===== config.mk =====
export PLATFORM = sky130hd
export DESIGN_NAME = rgb_encoder_sequencer
export DESIGN_NICKNAME = d
export VERILOG_FILES = /design/src/rtl/rgb_pkg.sv /design/src/rtl/quad_step_gen.sv /design/src/rtl/rgb_encoder_sequencer.sv
export SDC_FILE = /design/constraint.sdc
export NUM_CORES = 1
export LEC_CHECK = 0
export BUFFER_PORTS_ARGS = -buffer_cell sky130_fd_sc_hd__buf_2
export CAP_MARGIN = 25
export CORE_MARGIN = 2
export CORE_UTILIZATION = 30
export CTS_BUF_LIST = sky130_fd_sc_hd__clkbuf_16
export CTS_CLUSTER_DIAMETER = 120
export DETAILED_ROUTE_END_ITERATION = 10
export PLACE_DENSITY = 0.46
export SETUP_SLACK_MARGIN = 0.2
export SLEW_MARGIN = 20
export SYNTH_ARGS = -nofsm -noshare
export SYNTH_HDL_FRONTEND = slang
export SYNTH_SLANG_ARGS = --single-unit

===== constraint.sdc =====
create_clock -name clk -period 13.5 [get_ports clk]
set_clock_uncertainty 0.1 [all_clocks]
set_input_delay 1.35 -clock clk [delete_from_list [all_inputs] [get_ports clk]]
set_output_delay 1.35 -clock clk [all_outputs]
set_load 0.01 [all_outputs]

===== src/rtl/rgb_pkg.sv =====
// Shared types and phase encodings for the RGB encoder sequencer.
package rgb_pkg;

  typedef enum logic [1:0] {
    RED   = 2'd0,
    GREEN = 2'd1,
    BLUE  = 2'd2
  } chan_e;

  typedef enum logic [2:0] {
    IDLE,
    PH1,
    PH2,
    PH3,
    PH4
  } seq_state_e;

  // {A,B} per phase, index 0 = PH1 ... 3 = PH4
  localparam logic [1:0] UP_AB   [4] = '{2'b10, 2'b11, 2'b01, 2'b00};
  localparam logic [1:0] DOWN_AB [4] = '{2'b01, 2'b11, 2'b10, 2'b00};

  // Quadrature output for a given phase and direction; IDLE drives 00.
  function automatic logic [1:0] phase_ab(input seq_state_e s, input logic up);
    logic [1:0] ab;
    ab = 2'b00;
    case (s)
      PH1:     ab = up ? UP_AB[0] : DOWN_AB[0];
      PH2:     ab = up ? UP_AB[1] : DOWN_AB[1];
      PH3:     ab = up ? UP_AB[2] : DOWN_AB[2];
      PH4:     ab = up ? UP_AB[3] : DOWN_AB[3];
      default: ab = 2'b00;
    endcase
    return ab;
  endfunction

  // Round-robin successor: red -> green -> blue -> red.
  function automatic chan_e next_chan(input chan_e c);
    chan_e n;
    case (c)
      RED:     n = GREEN;
      GREEN:   n = BLUE;
      default: n = RED;
    endcase
    return n;
  endfunction

endpackage


===== src/rtl/quad_step_gen.sv =====
// Single-detent quadrature step generator: walks PH1..PH4, each phase held
// PHASE_CYCLES clocks. a/b give the encoding of the phase entered on the next
// edge so the owner can register them per channel without extra latency.
module quad_step_gen
  import rgb_pkg::*;
#(
  parameter int PHASE_CYCLES = 1
) (
  input  logic clk,
  input  logic rst_n,
  input  logic start,
  input  logic dir,
  output logic a,
  output logic b,
  output logic done,
  output logic busy
);

  localparam int TW = (PHASE_CYCLES > 1) ? $clog2(PHASE_CYCLES) : 1;
  localparam logic [TW-1:0] LAST = TW'(PHASE_CYCLES - 1);

  seq_state_e    state_reg, state_next;
  logic [TW-1:0] timer_reg, timer_next;
  logic          up_reg, up_next;
  logic          phase_last;

  // State, phase timer and latched direction
  always_ff @(posedge clk or negedge rst_n) begin
    if (!rst_n) begin
      state_reg <= IDLE;
      timer_reg <= '0;
      up_reg    <= 1'b0;
    end else begin
      state_reg <= state_next;
      timer_reg <= timer_next;
      up_reg    <= up_next;
    end
  end

  // Phase sequencing; PH4 exit either chains straight into a new detent or idles
  always_comb begin
    state_next = state_reg;
    timer_next = timer_reg;
    up_next    = up_reg;
    done       = 1'b0;
    phase_last = (timer_reg == LAST);
    case (state_reg)
      IDLE: begin
        if (start) begin
          state_next = PH1;
          up_next    = dir;
        end
      end
      PH1, PH2, PH3: begin
        if (phase_last) begin
          timer_next = '0;
          state_next = (state_reg == PH1) ? PH2 : (state_reg == PH2) ? PH3 : PH4;
        end else begin
          timer_next = timer_reg + 1'b1;
        end
      end
      PH4: begin
        if (phase_last) begin
          done       = 1'b1;
          timer_next = '0;
          if (start) begin
            state_next = PH1;
            up_next    = dir;
          end else begin
            state_next = IDLE;
          end
        end else begin
          timer_next = timer_reg + 1'b1;
        end
      end
      default: begin
        state_next = IDLE;
        timer_next = '0;
      end
    endcase
    {a, b} = phase_ab(state_next, up_next);
    busy   = (state_reg != IDLE);
  end

endmodule


===== src/rtl/rgb_encoder_sequencer.sv =====
// RGB encoder sequencer: holds per-channel targets and tracked levels,
// arbitrates one shared step generator round-robin and demuxes its
// quadrature output onto the granted channel's registered A/B pins.
module rgb_encoder_sequencer
  import rgb_pkg::*;
#(
  parameter int WIDTH        = 8,
  parameter int MAX_LEVEL    = 255,
  parameter int PHASE_CYCLES = 1
) (
  input  logic             clk,
  input  logic             rst_n,
  input  logic             tgt_valid,
  output logic             tgt_ready,
  input  logic [1:0]       tgt_chan,
  input  logic [WIDTH-1:0] tgt_level,
  output logic             red_A,
  output logic             red_B,
  output logic             green_A,
  output logic             green_B,
  output logic             blue_A,
  output logic             blue_B,
  output logic [WIDTH-1:0] cur_red,
  output logic [WIDTH-1:0] cur_green,
  output logic [WIDTH-1:0] cur_blue,
  output logic             busy
);

  localparam logic [WIDTH-1:0] MAX_L = WIDTH'(MAX_LEVEL);
  localparam logic [WIDTH-1:0] ONE   = WIDTH'(1);

  logic [WIDTH-1:0] tgt_reg [3];
  logic [WIDTH-1:0] tgt_next[3];
  logic [WIDTH-1:0] cur_reg [3];
  logic [WIDTH-1:0] cur_next[3];
  logic [WIDTH-1:0] eval_tgt[3];
  logic [WIDTH-1:0] eval_cur[3];
  logic [1:0]       ab_reg  [3];
  logic [1:0]       ab_next [3];
  logic [2:0]       pending;

  chan_e            grant_reg, rr_reg, eval_rr, pick, scan, grant_sel;
  logic             up_reg, pick_up, found, start, ready_reg;
  logic             wr_en;
  logic [WIDTH-1:0] wr_level;
  logic             gen_a, gen_b, gen_done, gen_busy;

  assign wr_en    = tgt_valid && ready_reg && (tgt_chan != 2'd3);
  assign wr_level = (tgt_level > MAX_L) ? MAX_L : tgt_level;

  // When a detent finishes this cycle, arbitration looks at the post-edge
  // view (new target, stepped level); otherwise at the current registers.
  assign eval_rr = gen_done ? next_chan(grant_reg) : rr_reg;

  genvar gi;
  generate
    for (gi = 0; gi < 3; gi++) begin : g_chan
      assign tgt_next[gi] = (wr_en && tgt_chan == 2'(gi)) ? wr_level : tgt_reg[gi];
      assign cur_next[gi] = (gen_done && grant_reg == 2'(gi))
                          ? (up_reg ? cur_reg[gi] + ONE : cur_reg[gi] - ONE)
                          : cur_reg[gi];
      assign eval_tgt[gi] = gen_done ? tgt_next[gi] : tgt_reg[gi];
      assign eval_cur[gi] = gen_done ? cur_next[gi] : cur_reg[gi];
      assign pending[gi]  = (eval_cur[gi] != eval_tgt[gi]);
      assign ab_next[gi]  = (grant_sel == 2'(gi)) ? {gen_a, gen_b} : 2'b00;
    end
  endgenerate

  // Round-robin pick of the first pending channel at or after the pointer
  always_comb begin
    pick  = eval_rr;
    scan  = eval_rr;
    found = 1'b0;
    for (int off = 0; off < 3; off++) begin
      if (!found && pending[scan]) begin
        found = 1'b1;
        pick  = scan;
      end
      scan = next_chan(scan);
    end
    pick_up   = (eval_tgt[pick] > eval_cur[pick]);
    start     = (!gen_busy || gen_done) && found;
    grant_sel = start ? pick : grant_reg;
  end

  quad_step_gen #(
    .PHASE_CYCLES(PHASE_CYCLES)
  ) u_step (
    .clk  (clk),
    .rst_n(rst_n),
    .start(start),
    .dir  (pick_up),
    .a    (gen_a),
    .b    (gen_b),
    .done (gen_done),
    .busy (gen_busy)
  );

  // Targets, levels, grant bookkeeping and registered A/B outputs
  always_ff @(posedge clk or negedge rst_n) begin
    if (!rst_n) begin
      for (int i = 0; i < 3; i++) begin
        tgt_reg[i] <= '0;
        cur_reg[i] <= '0;
        ab_reg[i]  <= 2'b00;
      end
      grant_reg <= RED;
      rr_reg    <= RED;
      up_reg    <= 1'b0;
      ready_reg <= 1'b0;
    end else begin
      for (int i = 0; i < 3; i++) begin
        tgt_reg[i] <= tgt_next[i];
        cur_reg[i] <= cur_next[i];
        ab_reg[i]  <= ab_next[i];
      end
      ready_reg <= 1'b1;
      if (start) begin
        grant_reg <= pick;
        up_reg    <= pick_up;
      end
      if (gen_done) begin
        rr_reg <= next_chan(grant_reg);
      end
    end
  end

  assign tgt_ready = ready_reg;
  assign {red_A, red_B}     = ab_reg[0];
  assign {green_A, green_B} = ab_reg[1];
  assign {blue_A, blue_B}   = ab_reg[2];
  assign cur_red   = cur_reg[0];
  assign cur_green = cur_reg[1];
  assign cur_blue  = cur_reg[2];
  assign busy      = gen_busy;

endmodule


* After elaboration in Yosys (flattened, before gate mapping)
Index checks and enable logic that the tools add are counted. Widths: inputs -> output; s select.
Storage, ports and cells: bits in registers 65, input bits 13
Cells by class: add/sub/neg operators 7, order comparisons 6, equal/unequal tests 19, multiplexer cells 58, bitwise operators 1, reductions and logical operators 24
Operators by type and width (number):
- $mux 8 | 20
- $bmux 8 s2 | 2
- $add 8x1->8 const B | 3
- $ne 8x8->1 | 3
- $sub 8x1->8 const B | 3
- $mux 2 | 9
- $mux 3 | 5
- $eq 3x2->1 const B | 4
- $mux 1 | 12
- $pmux 2 s2 | 3
- $logic_and 1x1->1 | 11
- $eq 2x1->1 const B | 5
- $logic_not 2->1 | 5
- $lt 2x3->1 const B | 3
- $pmux 3 s3 | 1
- $gt 8x8->1 | 1
- $gt 8x8->1 const B | 1
- $bmux 1 s2 | 3
- $eq 2x2->1 const B | 3
- $eq 3x1->1 const B | 2
- $pmux 2 s3 | 1
- $pmux 1 s2 | 2
- $reduce_or 4->1 | 1
- $eq 3x3->1 const B | 1
- other kinds (9) | 11

* Logic depth before layout (Yosys ltp)
depth after elaboration 26, mapped depth 25

* Cells and area by module
From an unflattened synthesis, not the netlist that was laid out.
Second synthesis, totals: cells, all modules 489, area, all modules 4809.6 sq um
By module, submodules not included:
- rgb_encoder_sequencer | instances 1, cells an instance 467, area each 4568.1 sq um
- quad_step_gen | instances 1, cells an instance 22, area each 241.5 sq um

* Worst setup path before layout
No wires, ideal clock.
path type input port to flip-flop, start point input tgt_chan[0], end point register ab_reg (netlist bit green_A), arrival 5.761 ns, required time 13.271 ns, slack 7.509 ns, stages on the path 21, buffers on the path 2, path through nand4b_1 -> or2_1 -> buf_6 -> mux2_4 -> and3_4 -> nor4b_2 -> and4b_4 -> nor2_2 -> a2111oi_4 -> buf_6 -> mux2_1 -> a22oi_1 -> ha_1 -> a21o_1 -> a21o_1 -> a21oi_1 -> o21ai_0 -> o21a_1 -> or2_2 -> a32oi_1 -> nor2_1
RTL lines:
- start: declaration | line rgb_encoder_sequencer.sv:15 | input logic [1:0] tgt_chan,
- end signal: indexed assignment | line rgb_encoder_sequencer.sv:115 | ab_reg[i] <= ab_next[i];
- end: declaration | line rgb_encoder_sequencer.sv:38 | logic [1:0] ab_reg [3];

==> impl_results.md <==
* Post-route antenna net violation count at 0
* Commonest non-fill, non-tap cell in the layout: dfrtp_1
* CTS Buf Count at 9
* Synth unique cells at 88
* Met3 wire len at 644 µm
* Fin area at 5760 µm²
* Met1 Wirelength at 6960 µm
* Max reg flops at 24
* H-tree level count at 3
* Initial antenna violation count at 0
* Vias/cell at 5.22
* CTS tree: yes
* Post-CTS sizing at 0
* Gr ovfl total at 0
* Crit end category: flop
* Fin crit period at 7070 ps
* Largest area contributor in the netlist: dfrtp_1
* Number of port buffers at 44
* Ys Warns at 0
* Setup TNS at 0 ps
* Synth top area cells: dfrtp_1, ha_1, mux2_2
* Hold/Removal Path Class: reg -> reg
* Clk slew on worst S/H paths at 50 ps
* Synth Instances at 532
* Pins Over Slew Limit at 0
* DR top layer: met4
* Worst Path Arrival at 7180 ps
* Overall global routing resource usage at 16.8%
* Net count, final at 614
* Drt pass-1 iters at 4
* Post-cts hold buffer count at 0
* Die area at 17900 µm²
* Leakage at 2.47 nW
* Status: complete, no violations
* Fraction of registers with async set or reset after synthesis at 100%
* Clk Latency, worst-skew pair at 340 ps
* Wire length on met2 at 6470 µm
* Peak VDD IR at 0.0737 mV
* Number of setup buffers added after CTS at 0
* Post-synthesis sequential area ratio at 31.7%
* Slew margin rel. at 31.5%
* Share of Yosys cell area claimed by the top area cell type at 31.7%
* Longest Clk Path Bufs at 2
* DP Area at 5450 µm²
* Ratio of cells with drive above 1 in the final layout at 19.9%
* Critical path launch point type: input pin
* Starting DRT DRC Count at 246
* Fmax at 141 MHz
* Clock sinks at 64
* Power Density at 267 nW/µm²
* DIE WIDTH at 134 µm
* Crit share post-route at 52.4%
* IO Count at 45
* FP Rows at 47
* ANT cells at 0
* Core area at 16500 µm²
* Final hold violations at 0
* Number of synthesized flops with an enable pin at 0
* Vias in the first global route at 4097
* Post-Synthesis Net Count at 574
* Worst EP required at 13610 ps
* Flops & latches, synth at 64
* Initial Util at 30.6%
* CP max FO at 21
* RSZ-0062 raised after global routing: no
* Worst-margin pin slew at 1010 ps
* DRC viols at 0
* First-pass GRT wire length at 23100 µm
* Synthesized area at 5050 µm²
* Wire per inst at 18.0 µm
* Setup violators final at 0
* Most frequent cells in the layout: dfrtp_1, buf_2, nand2_1
* Max-Cap Viols at 0
* Gpl congestion at 0.909
* Crit path kind: in -> reg
* Dpl hpwl at 11000 µm
* Pin count of the biggest net entering global routing at 65
* Total wire length at 14400 µm
* Die height at 134 µm
* Root buffer cell: clkbuf_16
* Vias at 4163
* Syn_area_per_cell at 9.50 µm²
* Area Overhead vs Synth at 13.9%
* Most used DFF post-synth: dfrtp_1
## final cells by class
cell class                      instances  area (µm²)
Sequential cell                        64        1600
Tap cell                              220         275
Fill cell                            1699       10800
Clock inverter                          7        78.8
Clock buffer                            9         225
Timing Repair Buffer                   49         258
Inverter                               28         105
Multi-Input combinational cell        420        3210
## kinds of logic after synthesis
logic type      share of synthesized area, %
simple gates                            20.7
xor+xnor                                4.78
mux                                     11.9
compound gates                          18.4
buf+inv                                 4.85
flops                                   31.7
fa+ha+maj                               7.63
other cells                           0.0742
## critical path, cell delays in order
cell	delay, ps
buf_2	120
nor4bb_2	890
and2_1	630
mux2_2	420
and4_1	210
nor4_2	310
and4_1	330
a211oi_2	110
a2111oi_4	320
buf_4	340
mux2_2	380
o22ai_1	150
ha_1	270
nor2b_1	130
o21ai_0	140
nand2b_1	80
a21oi_1	140
o21ai_0	90
o21a_1	150
or2_2	300
a32oi_1	240
nor2_1	70
## through the flow
stage	hold slack [ps]	instances	total power, mW	util (%)	setup slack [ps]
2_1_floorplan	342	532	1.05	-	7510
3_3_place_gp	359	781	1.28	33.0	6350
3_5_place_dp	362	781	1.29	33.0	6210
4_1_cts	376	797	1.54	34.8	6560
5_1_grt	403	797	1.68	34.8	6020
6_report	374	797	1.53	34.8	6430
## synthesized netlist by cell type, types with 4 or more instances
cell type	count
a211oi_1	4
a21o_1	9
a21oi_1	29
a22oi_1	4
a31oi_1	4
and2_1	4
and3_1	4
and4_1	4
buf_2	7
buf_6	6
clkbuf_1	4
dfrtp_1	64
ha_1	26
inv_1	27
mux2_1	6
mux2_2	22
mux2i_1	24
nand2_1	42
nand2b_1	13
nand3_1	13
nand4_1	5
nor2_1	31
nor2b_1	6
nor3_1	11
nor3b_1	4
nor4_1	7
o211ai_1	4
o21a_1	4
o21ai_0	21
o21bai_1	4
o22ai_1	4
o31ai_1	4
or4_1	5
xnor2_1	16
xor2_1	9
## power breakdown
| group | leakage (nW) | internal [mW] | total [mW] | switching (mW) |
|---|---|---|---|---|
| clock | 0.155 | 0.158 | 0.241 | 0.0832 |
| sequential | 0.777 | 0.260 | 0.340 | 0.0799 |
| combinational | 1.54 | 0.409 | 0.953 | 0.545 |
| total | 2.47 | 0.827 | 1.53 | 0.708 |
## path summary, 6_finish.rpt
check | from | cells after the start | end | slack, ps
setup / recovery | tgt_chan[1] | 22 | green_A | 6430
hold / removal | tgt_reg[10] | 2 | tgt_reg[10] | 370
setup reg to reg | up_reg | 24 | green_A | 6930
hold reg to reg | tgt_reg[10] | 2 | tgt_reg[10] | 370
max in group asynchronous | rst_n | 2 | tgt_reg[9] | 11650
min in group asynchronous | rst_n | 2 | cur_blue[3] | 1090
## routing by layer
| layer | vias to the layer above | GRT usage (%) |
|---|---|---|
| met5 | - | 0 |
| met4 | 0 | 6.09 |
| met3 | 22 | 3.40 |
| met1 | 1998 | 23.5 |
| met2 | 86 | 25.8 |
| li1 | 2057 | - |
(Power assumes the default switching activity.)
